--- src/rtl/decoder_rr_arbiter_pkg.sv ---
`default_nettype none
// ============================================================================
//  Module : decoder_rr_arbiter_pkg
//  Desc   : Shared types, sizes and round-robin pick function for the arbiter.
//  Rev    : 1.0  initial release
// ============================================================================
package decoder_rr_arbiter_pkg;

  localparam int N_REQ = 8;
  localparam int IDX_W = 3;

  typedef enum logic [1:0] {
    IDLE  = 2'd0,
    GRANT = 2'd1,
    GAP   = 2'd2
  } arb_state_e;

  // First set request scanning ptr, ptr+1, ... with 3-bit wraparound.
  function automatic logic [IDX_W-1:0] rr_pick(input logic [N_REQ-1:0] req,
                                               input logic [IDX_W-1:0] ptr);
    logic [IDX_W-1:0] idx;
    logic             found;
    rr_pick = ptr;
    found   = 1'b0;
    for (int i = 0; i < N_REQ; i++) begin
      idx = ptr + IDX_W'(i);
      if (!found && req[idx]) begin
        rr_pick = idx;
        found   = 1'b1;
      end
    end
  endfunction

endpackage
`default_nettype wire

--- src/rtl/decoder_rr_arbiter_grant_decoder_3to8.sv ---
`default_nettype none
// ============================================================================
//  Module : grant_decoder_3to8
//  Desc   : Gate-level 3-to-8 decoder with enable; drives the one-hot grant.
//  Rev    : 1.0  initial release
// ============================================================================
module grant_decoder_3to8 (
  input  logic [2:0] i_a,
  input  logic       i_en,
  output logic [7:0] o_y
);

  logic [2:0] w_an;

  assign w_an = ~i_a;

  and u_y0 (o_y[0], i_en, w_an[2], w_an[1], w_an[0]);
  and u_y1 (o_y[1], i_en, w_an[2], w_an[1], i_a[0]);
  and u_y2 (o_y[2], i_en, w_an[2], i_a[1],  w_an[0]);
  and u_y3 (o_y[3], i_en, w_an[2], i_a[1],  i_a[0]);
  and u_y4 (o_y[4], i_en, i_a[2],  w_an[1], w_an[0]);
  and u_y5 (o_y[5], i_en, i_a[2],  w_an[1], i_a[0]);
  and u_y6 (o_y[6], i_en, i_a[2],  i_a[1],  w_an[0]);
  and u_y7 (o_y[7], i_en, i_a[2],  i_a[1],  i_a[0]);

endmodule
`default_nettype wire

--- src/rtl/decoder_rr_arbiter.sv ---
`default_nettype none
// ============================================================================
//  Module : decoder_rr_arbiter
//  Desc   : 8-way round-robin arbiter with hold timeout, driving a 3-to-8 decoder.
//  Rev    : 1.0  initial release
// ============================================================================
module decoder_rr_arbiter
  import decoder_rr_arbiter_pkg::*;
#(
  parameter int MAX_HOLD = 16,
  parameter int CNT_W    = 5
) (
  input  logic             clk,
  input  logic             rst_n,
  input  logic             i_arb_en,
  input  logic [N_REQ-1:0] i_req,
  output logic [N_REQ-1:0] o_gnt,
  output logic [IDX_W-1:0] o_gnt_idx,
  output logic             o_gnt_vld,
  output logic             o_timeout
);

  localparam logic [CNT_W-1:0] C_HOLD_LAST = CNT_W'((MAX_HOLD == 0) ? 0 : MAX_HOLD - 1);

  arb_state_e       r_state;
  logic [IDX_W-1:0] r_ptr;
  logic [IDX_W-1:0] r_idx;
  logic [CNT_W-1:0] r_cnt;
  logic             r_vld;
  logic             r_timeout;

  logic             w_hold_done;
  logic             w_release;
  logic [IDX_W-1:0] w_pick;

  assign w_hold_done = (MAX_HOLD != 0) && (r_cnt == C_HOLD_LAST);
  assign w_release   = ~i_req[r_idx];
  assign w_pick      = rr_pick(i_req, r_ptr);

  always_ff @(posedge clk or negedge rst_n) begin
    if (!rst_n) begin
      r_state   <= IDLE;
      r_ptr     <= '0;
      r_idx     <= '0;
      r_cnt     <= '0;
      r_vld     <= 1'b0;
      r_timeout <= 1'b0;
    end else begin
      r_timeout <= 1'b0;
      case (r_state)
        IDLE: begin
          if (i_arb_en && (|i_req)) begin
            r_state <= GRANT;
            r_idx   <= w_pick;
            r_vld   <= 1'b1;
            r_cnt   <= '0;
          end
        end
        GRANT: begin
          if (r_cnt != '1) r_cnt <= r_cnt + 1'b1;
          // Timeout wins over a same-cycle release so the pulse is never lost.
          if (w_hold_done || w_release || !i_arb_en) begin
            r_state   <= GAP;
            r_vld     <= 1'b0;
            r_ptr     <= r_idx + 1'b1;
            r_timeout <= w_hold_done;
          end
        end
        GAP:     r_state <= IDLE;
        default: r_state <= IDLE;
      endcase
    end
  end

  grant_decoder_3to8 u_dec (
    .i_a  (r_idx),
    .i_en (r_vld),
    .o_y  (o_gnt)
  );

  assign o_gnt_idx = r_idx;
  assign o_gnt_vld = r_vld;
  assign o_timeout = r_timeout;

endmodule
`default_nettype wire

--- config.mk ---
export PLATFORM = sky130hd
export DESIGN_NAME = decoder_rr_arbiter
export DESIGN_NICKNAME = d
export VERILOG_FILES = /design/src/rtl/decoder_rr_arbiter_pkg.sv /design/src/rtl/decoder_rr_arbiter_grant_decoder_3to8.sv /design/src/rtl/decoder_rr_arbiter.sv
export SDC_FILE = /design/constraint.sdc
export NUM_CORES = 1
export LEC_CHECK = 0
export CORE_AREA = 2 2 56 58
export CTS_CLUSTER_DIAMETER = 60
export DETAILED_ROUTE_END_ITERATION = 12
export DIE_AREA = 0 0 58 60
export DONT_BUFFER_PORTS = 1
export GPL_TIMING_DRIVEN = 0
export PLACE_DENSITY_LB_ADDON = 0.08
export SYNTH_ARGS = -nofsm -noshare
export SYNTH_HDL_FRONTEND = slang
export SYNTH_SLANG_ARGS = --single-unit
--- constraint.sdc ---
create_clock -name clk -period 5.4 [get_ports clk]
set_input_delay 0.81 -clock clk [delete_from_list [all_inputs] [get_ports clk]]
set_output_delay 0.81 -clock clk [all_outputs]
set_load 0.03 [all_outputs]
# [Word level (Yosys, flattened, before mapping)]
# Cells that the tools add are included.
[classes] addsub=9 order_cmp=9 eq_ne=6 muxes=43 bitwise=2 reduce_logical=34
[ops] cell="$lt 3x4->1 const B" count=9
[ops] cell="$reduce_and 4->1" count=8
[ops] cell="$bmux 1 s3" count=9
[ops] cell="$mux 3" count=7
[ops] cell="$mux 1" count=20
[ops] cell="$add 3x3->3 const B" count=4
[ops] cell="$mux 5" count=2
[ops] cell="$pmux 5 s2" count=1
[ops] cell="$logic_and 1x1->1" count=8
[ops] cell="$logic_not 1->1" count=8
[ops] cell="$reduce_or 8->1" count=1
[ops] cell="$add 3x1->3 const B" count=2
[ops] cell="$add 3x2->3 const B" count=2
[ops] cell="$ne 2x2->1 const B" count=3
[ops] cell="$reduce_and 2->1" count=3
[ops] cell="$reduce_and 3->1" count=2
[ops] cell="$add 5x1->5 const B" count=1
[ops] cell="$eq 5x4->1 const B" count=1
[ops] cell="$ne 5x5->1 const B" count=1
[ops] cell="$mux 2" count=2
[ops] cell="$pmux 2 s2" count=1
[ops] cell="$not 3->3" count=1
[ops] cell="$eq 2x1->1 const B" count=1
[ops] cell="$logic_not 2->1" count=1
[ops] cell="other kinds (4)" count=5
[totals] reg_bits=15 inputBits=11 out_inout_bits=13 word_cells=109

# [Depth between registers and ports, before layout]
# Gate-level depths: netlist of the first run.
[logic_depth] word_depth=24 ltp_mapped=12 mapped_depth_nobuf=8

# [Modules after synthesis]
# From an unflattened synthesis of the first run, not the netlist that was laid out.
[hier_totals] cells_unflattened=178 hier_area_um2=1717.9
[by_module_without_submodules] module="decoder_rr_arbiter" n_inst=1 cells_per_inst=170 area_each_um2=1621.6 seq_area_each_um2=375.4
[by_module_without_submodules] module="grant_decoder_3to8" n_inst=1 cells_per_inst=8 area_each_um2=96.3 seq_area_each_um2=0.0

# [Worst setup path after synthesis of the first run]
# OpenSTA, ideal clock, no wires.
[synth_path] path_kind="register to register" startpoint="register r_ptr[1]" endpoint="register r_idx[2], in the netlist o_gnt_idx[2]" setup_time_ns=0.128 arrival_time_ns=3.105 t_required_ns=5.272 slack_ns=2.167 stages_incl_launch_ff=10 path_buffers=1 synth_period_minus_slack_ns=3.233 cell_sequence="dfrtp_1 clkbuf_1 inv_1 ha_1 mux4_1 mux2_2 or4b_4 nor4b_4 o41a_1 o31ai_1"
[synth_via] elab_chain_cells=24 elab_cells_between_ends=51 cone_classes="add/sub: 7; mux: 30; reduce/logical: 14"
[synth_lines] item="from (decl)" line="decoder_rr_arbiter.sv:26" source="logic [IDX_W-1:0] r_ptr;"
[synth_lines] item="from (signal assigned)" line="decoder_rr_arbiter.sv:65" source="r_ptr <= r_idx + 1'b1;"
[synth_lines] item="branches (longest 23 deep; another with $add 3x1->3)"
[synth_lines] item="$mux 3 *" line="decoder_rr_arbiter_pkg.sv:27" source="if (!found && req[idx]) begin"
[synth_lines] item="to (signal assigned)" line="decoder_rr_arbiter.sv:54" source="r_idx <= w_pick;"
[synth_lines] item="to (decl)" line="decoder_rr_arbiter.sv:27" source="logic [IDX_W-1:0] r_idx;"
# Every way passes the cells marked *. The select of a mux whose other input is x is not followed.
# A chain may end at the register's enable or synchronous reset.

# [Final worst setup path of the first run]
# Same ends and word-level chain as after synthesis.

==> flow_metrics.tcl, run 1 <==
set metrics [dict create \
    initial_core_util 0.594 \
    rsz0062_at_grt "false" \
    grt_pass1_vias 1380 \
    drv_cap 0 \
    synth_xor_area_frac 0.0203 \
    yosys_register_bits 15 \
    syn_to_final_growth_pct 3.99 \
    synth_cell_types 52 \
    cp-start-kind "flop" \
    core_area_um2 2900 \
    drt_iter0_drc 58 \
    io_buffers 0 \
    dp_hpwl_um 3040 \
    vias 1466 \
    track_usage 0.247 \
    viasPerCell 6.88 \
    crit_path_max_incr_delay_ps 650 \
    final-seq-area_um2 375 \
    n_fill_cell 264 \
    clk_latency_ps 300 \
    wl_per_cell_um 19.0 \
    ys_async_sr_fraction 1.00 \
    crit_chain "clkbuf_1 > inv_1 > ha_1 > mux4_1 > mux2_2 > or4b_4 > nor4b_4 > o41a_1 > o31ai_1" \
    cts_setup_buffers 0 \
    hold_class "primary input to asynchronous set/reset pin" \
    fmax_mhz 266 \
    synth_edf_count 0 \
    slowest_stage "mux4_1" \
    multi_input_area_um2 1260 \
    setup_viol 0 \
    postSynthCellCount 176 \
    synth-main-ff-cell "dfrtp_1" \
    clock_skew_ps 12.1 \
    fin_crit_ps 3760 \
    drc 0 \
    synth_simple_gate_area_frac 0.213 \
    crit_path_end_kind "flop" \
    drive_gt1_frac 0.194 \
    crit_arrival_ps 3940 \
    die_h_um 60 \
    ant_nets 0 \
    drt-pass1-iter-count 5 \
    tns_ps 0 \
    synth_fa_ha_area_frac 0.0508 \
    crit_family "multiplexers" \
    relSlewSlack 0.401 \
    final_util 0.618 \
    critPathRequiredTime_ps 5590 \
    fp.dieW_um 58 \
    synth_top_family_by_area "multiplexers" \
    maxSlewViolCount 0 \
    diodes 0 \
    path_clk_slew_ps 100 \
    gp_congestion 0.850 \
    status "finished clean" \
    ctsHoldBuffers 0 \
    critPathBufInv 2 \
    hold_viol 0 \
    yosysWarnings 0 \
    h-tree-depth 1 \
    grt_max_degree 16 \
    cts_sinks 15 \
    crit_fanout 10 \
    synth_compound_area_frac 0.172 \
    period_share 0.696 \
    seq_area_frac_synth 0.218 \
    synth_fp_nets 194 \
    worstMarginPinSlew_ps 892 \
    mostFrequentLayoutCells "nand2_1, nor2_1, dfrtp_1, mux4_2" \
    cts_buffers 3 \
    cts_root_buf "clkbuf_4" \
    synthMuxAreaShare 0.274 \
    post_cts_resized 0 \
    syn_area_um2 1730 \
    syn_area_per_cell_um2 9.80 \
    row_count 20 \
    grt_pass1_wl_um 6530 \
    pin_count 24 \
    overflow 0 \
    nNetsFinal 199 \
    cts_tree "yes" \
    drt_wl_total_um 4050 \
    grt_antenna_before_repair 0 \
    die-area_um2 3480 \
    clk_path_buf_depth 2 \
    critPathKind "flop to flop" \
]
==> sequential cells by signal, indices dropped and copies added (netlist names) <==
register	cells
o_gnt_idx	3
o_gnt_vld	1
o_timeout	1
r_cnt	5
r_ptr	3
r_state	2
==> final cells by class <==
type,instances,area share
clock inverters,1,0.00279
inverters,9,0.0188
multi-input cells,143,0.702
well taps,33,0.0230
clock buffers,3,0.0126
flip-flops and latches,15,0.209
plain buffers,9,0.0314
==> final timing paths <==
kind	end	cells after the start	start	slack (ps)
worst max-delay path	o_gnt_idx[2]$_DFFE_PN0P_	9	r_ptr[1]$_DFFE_PN0P_	1640
worst min-delay path	o_gnt_vld$_DFFE_PN0P_	0	rst_n	190
worst max register to register	o_gnt_idx[2]$_DFFE_PN0P_	9	r_ptr[1]$_DFFE_PN0P_	1640
worst min register to register	r_cnt[3]$_DFFE_PN0P_	1	r_cnt[3]$_DFFE_PN0P_	470
max in group asynchronous	r_ptr[0]$_DFFE_PN0P_	0	rst_n	5120
min in group clk	r_cnt[3]$_DFFE_PN0P_	1	r_cnt[3]$_DFFE_PN0P_	470
==> kinds of logic (layout without fill, tap and decap cells) <==
group | count (synthesis) | in the layout
simple gates | 67 | 67
compound gates | 37 | 37
xor+xnor | 4 | 4
buf+inv | 18 | 22
fa+ha+maj | 7 | 7
flops | 15 | 15
mux | 28 | 28
==> metal layers <==
layer | track usage | wire length [um] | share of wire | vias up
met5 | 0 | 0 | 0 | -
met4 | 0.0631 | 20 | 0.0049 | 0
met3 | 0.0736 | 305 | 0.075 | 2
met2 | 0.369 | 1810 | 0.45 | 64
met1 | 0.351 | 1910 | 0.47 | 720
li1 | - | - | - | 680
==> Yosys cell counts (2+ instances only) <==
| master | number | area, um^2 |
|---|---|---|
| nor3_1 | 3 | 15.0 |
| o22ai_1 | 2 | 12.5 |
| mux2i_1 | 9 | 90.1 |
| nand3_1 | 2 | 10.0 |
| clkbuf_1 | 2 | 7.51 |
| nor2b_1 | 6 | 37.5 |
| xnor2_1 | 4 | 35.0 |
| nand2_1 | 16 | 60.1 |
| dfrtp_1 | 15 | 375 |
| nor4_1 | 3 | 18.8 |
| a21oi_1 | 6 | 30.0 |
| buf_2 | 3 | 15.0 |
| o21ai_0 | 8 | 40.0 |
| mux2_2 | 4 | 45.0 |
| inv_1 | 9 | 33.8 |
| mux4_1 | 2 | 52.6 |
| nor2_1 | 16 | 60.1 |
| ha_1 | 7 | 87.6 |
| mux4_2 | 12 | 270 |
| nand2b_1 | 6 | 37.5 |
| buf_6 | 2 | 22.5 |
| a31oi_1 | 2 | 12.5 |
| and2_1 | 2 | 12.5 |
| o31a_1 | 3 | 26.3 |
| and3_1 | 3 | 18.8 |
| o31ai_1 | 3 | 22.5 |
==> per-stage QoR <==
stage	cell area, um^2	worst slack [ps]	cells	hold slack [ps]
floorplan	1730	2170	176	438
finish	1790	1640	213	192
global route	1790	1500	213	180
detailed placement	1770	1730	209	462
CTS	1790	1700	213	191
global placement	1770	1700	209	460
Power of run 1 is left out: the tool's default activity adds up to more than one toggle a clock period on the data nets, which glitch-free logic cannot reach.
==> run 2: changes to the inputs <==
- clock period: 5.4 -> 3.5 ns (I/O delays scaled with it)
==> run 2 against run 1 <==
Effect of this change: global-route usage unchanged; highest routed layer unchanged; maximum frequency rose by 13%; routed wire length grew 0.22%; sequential share of layout area decreased by 0.12 points; register-to-register slack got worse by 1500 ps; first-iteration DRC count is 17% higher; via count is 1.2% higher; critical path depth up 2.
==> flow_metrics.tcl, run 2 (same netlist as run 1, synthesis figures left out) <==
set metrics [dict create \
    core_area_um2 2900 \
    fp.dieW_um 58 \
    gp_congestion 0.850 \
    drt-pass1-iter-count 4 \
    diodes 0 \
    nNetsFinal 200 \
    startpoint "r_ptr[0]$_DFFE_PN0P_" \
    maxSlewViolCount 0 \
    critPathKind "flop to flop" \
    r2r_start "r_ptr[0]$_DFFE_PN0P_" \
    n_fill_cell 263 \
    hold_viol 0 \
    cts_buffers 3 \
    drt_iter0_drc 68 \
    initial_core_util 0.594 \
    track_usage 0.247 \
    holdWs_ps 475 \
    path_clk_slew_ps 100 \
    h-tree-depth 1 \
    r2r_slack_ps 160 \
    relSlewSlack 0.401 \
    rr_endpoint "o_gnt_idx[2]$_DFFE_PN0P_" \
    rsz0062_at_grt "false" \
    viasPerCell 6.93 \
    drive_gt1_frac 0.215 \
    largest_reg_flops 5 \
    critPathRequiredTime_ps 3700 \
    hold_class "flop to flop" \
    fin_area_um2 1810 \
    clk_path_buf_depth 2 \
    clock_skew_ps 11.3 \
    overflow 0 \
    clk_latency_ps 290 \
    cts_setup_buffers 0 \
    period_share 0.954 \
    dp_hpwl_um 3040 \
    cp-start-kind "flop" \
    worst-r2r-cell-count 11 \
    setup_viol 0 \
    grt_pass1_vias 1381 \
    worstHoldStart "r_cnt[3]$_DFFE_PN0P_" \
    grt_antenna_before_repair 0 \
    drv_cap 0 \
    io_buffers 0 \
    tns_ps 0 \
    crit_arrival_ps 3540 \
    ant_nets 0 \
    crit_fanout 10 \
    final_util 0.624 \
    syn_to_final_growth_pct 4.93 \
    crit_path_end_kind "flop" \
    fmax_mhz 299 \
    place_area_um2 1770 \
    row_count 20 \
    die_h_um 60 \
    die-area_um2 3480 \
    regMostFlops "r_cnt" \
    fin_crit_ps 3340 \
    wl_per_cell_um 18.9 \
    cts_root_buf "clkbuf_4" \
    mostFrequentLayoutCells "nand2_1, nor2_1, dfrtp_1, mux4_2" \
    cts_sinks 15 \
    cts_tree "yes" \
    status "finished clean" \
    grt_pass1_wl_um 6530 \
    worstHoldEndpoint "r_cnt[3]$_DFFE_PN0P_" \
    hold_depth 1 \
    pin_count 24 \
    vias 1484 \
    worstMarginPinSlew_ps 892 \
    drc 0 \
    drt_wl_total_um 4050 \
    grt_max_degree 16 \
]
## run 2: worst max path at each step
stage                                          end  slack (ps)  cells after the start
after global placement    o_gnt_idx[2]$_DFFE_PN0P_        -200                      9
after global routing      o_gnt_idx[2]$_DFFE_PN0P_           2                     11
after floorplan           o_gnt_idx[2]$_DFFE_PN0P_         270                      9
final                     o_gnt_idx[2]$_DFFE_PN0P_         160                     11
after CTS                 o_gnt_idx[2]$_DFFE_PN0P_          30                      9
after detailed placement  o_gnt_idx[2]$_DFFE_PN0P_        -170                      9
## run 2: cell type report
cell class | count | area (um^2) | area share
flip-flops and latches | 15 | 377 | 0.208
multi-input cells | 143 | 1260 | 0.695
clock buffers | 3 | 22.5 | 0.0124
clock inverters | 1 | 5.00 | 0.00276
repair buffers | 1 | 10.0 | 0.00553
plain buffers | 9 | 62.6 | 0.0346
inverters | 9 | 33.8 | 0.0187
well taps | 33 | 41.3 | 0.0228
## run 2: what timing repair did
item | CTS | global route
hold buffers | 1 | 0
hold endpoints to repair | 15 | 0
resized for setup | 1 | 6
pin swaps | 0 | 0
endpoints found under the setup margin | 3 | 3
## run 2: metrics by stage
step	setup slack, ps	cells
2_1_floorplan	267	176
3_3_place_gp	-198	209
3_5_place_dp	-172	209
4_1_cts	25.0	214
5_1_grt	1.96	214
6_report	161	214
## run 2: per-layer routing
layer,routed length [um],global-route usage,up-vias
met5,0,0,-
met3,347,0.0736,2
met1,1830,0.351,738
met2,1850,0.369,67
li1,-,-,677
met4,20,0.0631,0
## run 2: critical path: stages (launching register included)
cell	delay, ps
dfrtp_1	390
buf_6	140
clkbuf_4	230
inv_1	100
ha_2	380
mux4_1	620
mux2_2	340
or2_1	230
buf_2	170
a311o_1	280
o41a_1	310
o31ai_1	70
Power of run 2 is left out for the same reason.
==> run 3: changes to the inputs <==
- CORE_AREA: 2 2 56 58 -> 2 2 64 66
- CTS_CLUSTER_DIAMETER: 60 -> 100
- DIE_AREA: 0 0 58 60 -> 0 0 66 68
==> run 3 against run 2 <==
Effect of this change: count of clock-buffer cells in the layout stayed put; sequential share of layout area is 0.41 points lower; non-clock buffer count stayed put; sequential cell count stayed put; critical path depth stayed put; highest routed layer unchanged; global-route usage is 4.1 points lower; setup slack better by 32 ps; first-iteration DRC count stayed put.
==> flow_metrics.tcl, run 3 (same netlist as run 1, synthesis figures left out) <==
set metrics [dict create \
    path_clk_slew_ps 60 \
    drive_gt1_frac 0.221 \
    die-area_um2 4490 \
    crit_path_end_kind "flop" \
    fmax_mhz 302 \
    clk_latency_ps 250 \
    hold_viol 0 \
    hold_class "flop to flop" \
    fin_crit_ps 3310 \
    initial_core_util 0.447 \
    nNetsFinal 200 \
    grt_max_degree 16 \
    drc 0 \
    drt_iter0_drc 68 \
    drv_cap 0 \
    worstMarginPinSlew_ps 891 \
    viasPerCell 6.24 \
    crit_arrival_ps 3420 \
    holdWs_ps 498 \
    die_h_um 68 \
    core_area_um2 3860 \
    gp_congestion 0.869 \
    grt_pass1_vias 1463 \
    row_count 23 \
    syn_to_final_growth_pct 7.03 \
    h-tree-depth 1 \
    grt_pass1_wl_um 7130 \
    maxSlewViolCount 0 \
    regMostFlops "r_cnt" \
    vias 1441 \
    overflow 0 \
    cts_root_buf "clkbuf_8" \
    clock_skew_ps 1.17 \
    mostFrequentLayoutCells "nand2_1, nor2_1, mux4_2, dfrtp_1" \
    drt-pass1-iter-count 4 \
    rsz0062_at_grt "false" \
    track_usage 0.206 \
    pin_count 24 \
    crit_fanout 10 \
    period_share 0.945 \
    clk_path_buf_depth 2 \
    cts_buffers 3 \
    grt_antenna_before_repair 0 \
    setup_viol 0 \
    drt_wl_total_um 4280 \
    fp.dieW_um 66 \
    worst-r2r-cell-count 11 \
    cts_tree "yes" \
    io_buffers 0 \
    critPathKind "flop to flop" \
    final_util 0.479 \
    diodes 0 \
    dp_hpwl_um 3380 \
    wl_per_cell_um 18.5 \
    relSlewSlack 0.401 \
    cp-start-kind "flop" \
    hold_depth 1 \
    largest_reg_flops 5 \
    status "finished clean" \
    critPathRequiredTime_ps 3620 \
    cts_sinks 15 \
    ant_nets 0 \
]
-- run 3: cell types whose count changed in the layout (fill, tap and decap cells not counted) --
cell      before  now
buf_4          1    2
clkbuf_4       5    1
clkbuf_8       0    3
mux4_1         1    0
mux4_2        13   14
-- run 3: metrics by stage --
step	setup WS, ps	std cells	setup TNS (ps)	area (um^2)
after floorplan	267	176	0	1730
after global placement	-111	226	-247	1790
after detailed placement	-177	226	-381	1790
after CTS	11.1	231	0	1850
after global routing	31.7	231	0	1850
final	192	231	0	1850
-- run 3: final timing paths --
kind / end / startpoint / slack [ps]
max: o_gnt_idx[2]$_DFFE_PN0P_ / r_ptr[0]$_DFFE_PN0P_ / 190
min: r_state[0]$_DFFE_PN0P_ / r_state[1]$_DFFE_PN0P_ / 500
max reg2reg: o_gnt_idx[2]$_DFFE_PN0P_ / r_ptr[0]$_DFFE_PN0P_ / 190
min reg2reg: r_state[0]$_DFFE_PN0P_ / r_state[1]$_DFFE_PN0P_ / 500
max in group asynchronous: r_ptr[1]$_DFFE_PN0P_ / rst_n / 2290
min in group asynchronous: r_cnt[3]$_DFFE_PN0P_ / rst_n / 750
-- run 3: area by class of cell --
cell class              instances  area (um^2)
fillers                       378         2010
plain buffers                   9         62.6
repair buffers                  1         10.0
multi-input cells             143         1250
clock inverters                 1         5.00
flip-flops and latches         15          377
well taps                      50         62.6
clock buffers                   3         41.3
inverters                       9         33.8
-- run 3: critical path, cell delays in order (launching register included) --
cell	delay, ps
dfrtp_1	370
buf_6	140
buf_4	190
inv_1	100
ha_2	380
buf_4	210
mux4_2	380
mux2_2	300
or4b_4	570
nor4b_4	250
o41a_1	180
o31ai_1	100
-- run 3: what timing repair did --
item,CTS,global route
resized for setup,1,8
hold endpoints to repair,15,0
pin swaps,0,0
hold buffers,1,0
setup endpoints to repair,3,3
cloned,0,0
buffers inserted,0,0
-- run 3: routing by layer --
layer / track usage / wire length, um / vias up
li1: - / - / 677
met3: 0.0148 / 115 / 3
met2: 0.396 / 2360 / 28
met5: 0 / 0 / -
met4: 0.0561 / 28 / 0
met1: 0.247 / 1770 / 733
Power of run 3 is left out for the same reason.
==> edit, RTL diff (flow settings as in run 3) <==
The parameter `CNT_W` goes from 5 to 10.
--- a/src/rtl/decoder_rr_arbiter.sv
+++ b/src/rtl/decoder_rr_arbiter.sv
@@ -10,3 +10,3 @@
   parameter int MAX_HOLD = 16,
-  parameter int CNT_W    = 5
+  parameter int CNT_W    = 10
 ) (
Function: no difference found for any inputs over 10 cycles, from zero or initial values and one cycle with rst_n low; that may be too few to reach the edited logic, so the function may still have changed.
==> edit against run 3 <==
  * Non-clock buffer count unchanged
  * Via count grew 17%
  * Synthesized area grew 21%
  * Largest cell class unchanged
  * Routed wire length increased by 17%
  * Clock skew is 0.0039 ns higher
  * Synthesized cell count is 20% higher
  * Worst setup slack improved by 0.18 ns
  * Highest routed layer unchanged
  * Cell area grew 20%
  * Sequential cell count grew 5
==> edit: results <==
[placement]
place_inst = 261
place_worst_setup_slack_ns = 0.414
placement.cell_area_um2 = 2140
hpwl_um = 3870

[yosys]
synth-seq-area-share_pct = 24.1
share_of_cell_area_taken_by_muxes_after_synthesis_pct = 25.3
synth_cells = 211
synth_compound_area_share_pct = 12.9
synth.cells.most_frequent = sky130_fd_sc_hd__nand2_1, sky130_fd_sc_hd__nor2_1, sky130_fd_sc_hd__dfrtp_1, sky130_fd_sc_hd__mux2i_1, sky130_fd_sc_hd__mux4_2
synthFlopType = sky130_fd_sc_hd__dfrtp_1
post_synth_num_cell_types = 55
post_synth_fa_ha_maj_area_fraction_pct = 3.01
synth_xor_xnor_area_share_pct = 6.37

[worst_setup_path]
setup.reg_to_reg.worst_slack_ns = 0.37
worst-r2r-cell-count = 11
r2r-start = r_ptr[1]
timing.critical_path.slowest_stage_cell = sky130_fd_sc_hd__dfrtp_1
timing.critical_path.max_delay_family = compound AO/OA/AOI/OAI gates
slowest_delay_ns = 0.43
worst_setup_ep = o_gnt_idx[0]

[route]
wire_per_inst_um = 18.8
drt_iter0_drc = 247
vias_per_cell = 6.35

[finish]
largest_reg_flops = 10
final_cells = 266
finalNetCount = 233
fill_cells = 352
layout.cell_area.non_filler_um2 = 2210

[grt]
grt.total_usage_pct = 23.8
global_route_wire_length_before_repair_um = 8010
first_global_vias = 1649
grt_max_degree = 21

[timing]
hold_ws_ns = 0.456
timing_worst_slew_pin_value_ns = 0.948
post-route-min-period_ns = 3.13
fin_skew_ns = 0.00505

[clock_network]
clk-insertion-delay-late_ns = 0.26
cts-htree-levels = 1

[worst_hold_path]
class_of_the_worst_hold_path = input port to register
min_from = i_arb_en
timing.hold.worst_path_depth = 2

[status]
status = completed
[edit: cell count changes in the layout (fill, tap and decap cells not counted), sizes merged, moves of 5 or more]
| cell | run 3 | this run |
|---|---|---|
| nor2 | 17 | 22 |
| and3 | 3 | 8 |
| dfrtp | 15 | 20 |
| nand2 | 16 | 24 |
| a21oi | 6 | 1 |
| xor2 | 0 | 11 |
[edit: metal layers]
layer  up-vias  share of wire, %  track usage, %
li1        799                 -               -
met1       816                39            28.6
met2        61                52            43.1
met3        14               5.9            3.95
met4         0               2.5            8.67
met5         -                 0               0
[edit: area by class of cell]
class / instances / share of cell area, %
Multi-Input combinational cell: 171 / 65.4
Sequential cell: 20 / 22.7
Buffer: 9 / 4.31
Tap cell: 50 / 2.83
Clock buffer: 4 / 2.49
Inverter: 11 / 1.87
Timing Repair Buffer: 1 / 0.453
[edit: what timing repair did]
action                    4_1_cts  5_1_grt
resized for setup               0        0
hold buffers                    1        0
hold endpoints to repair       20        0
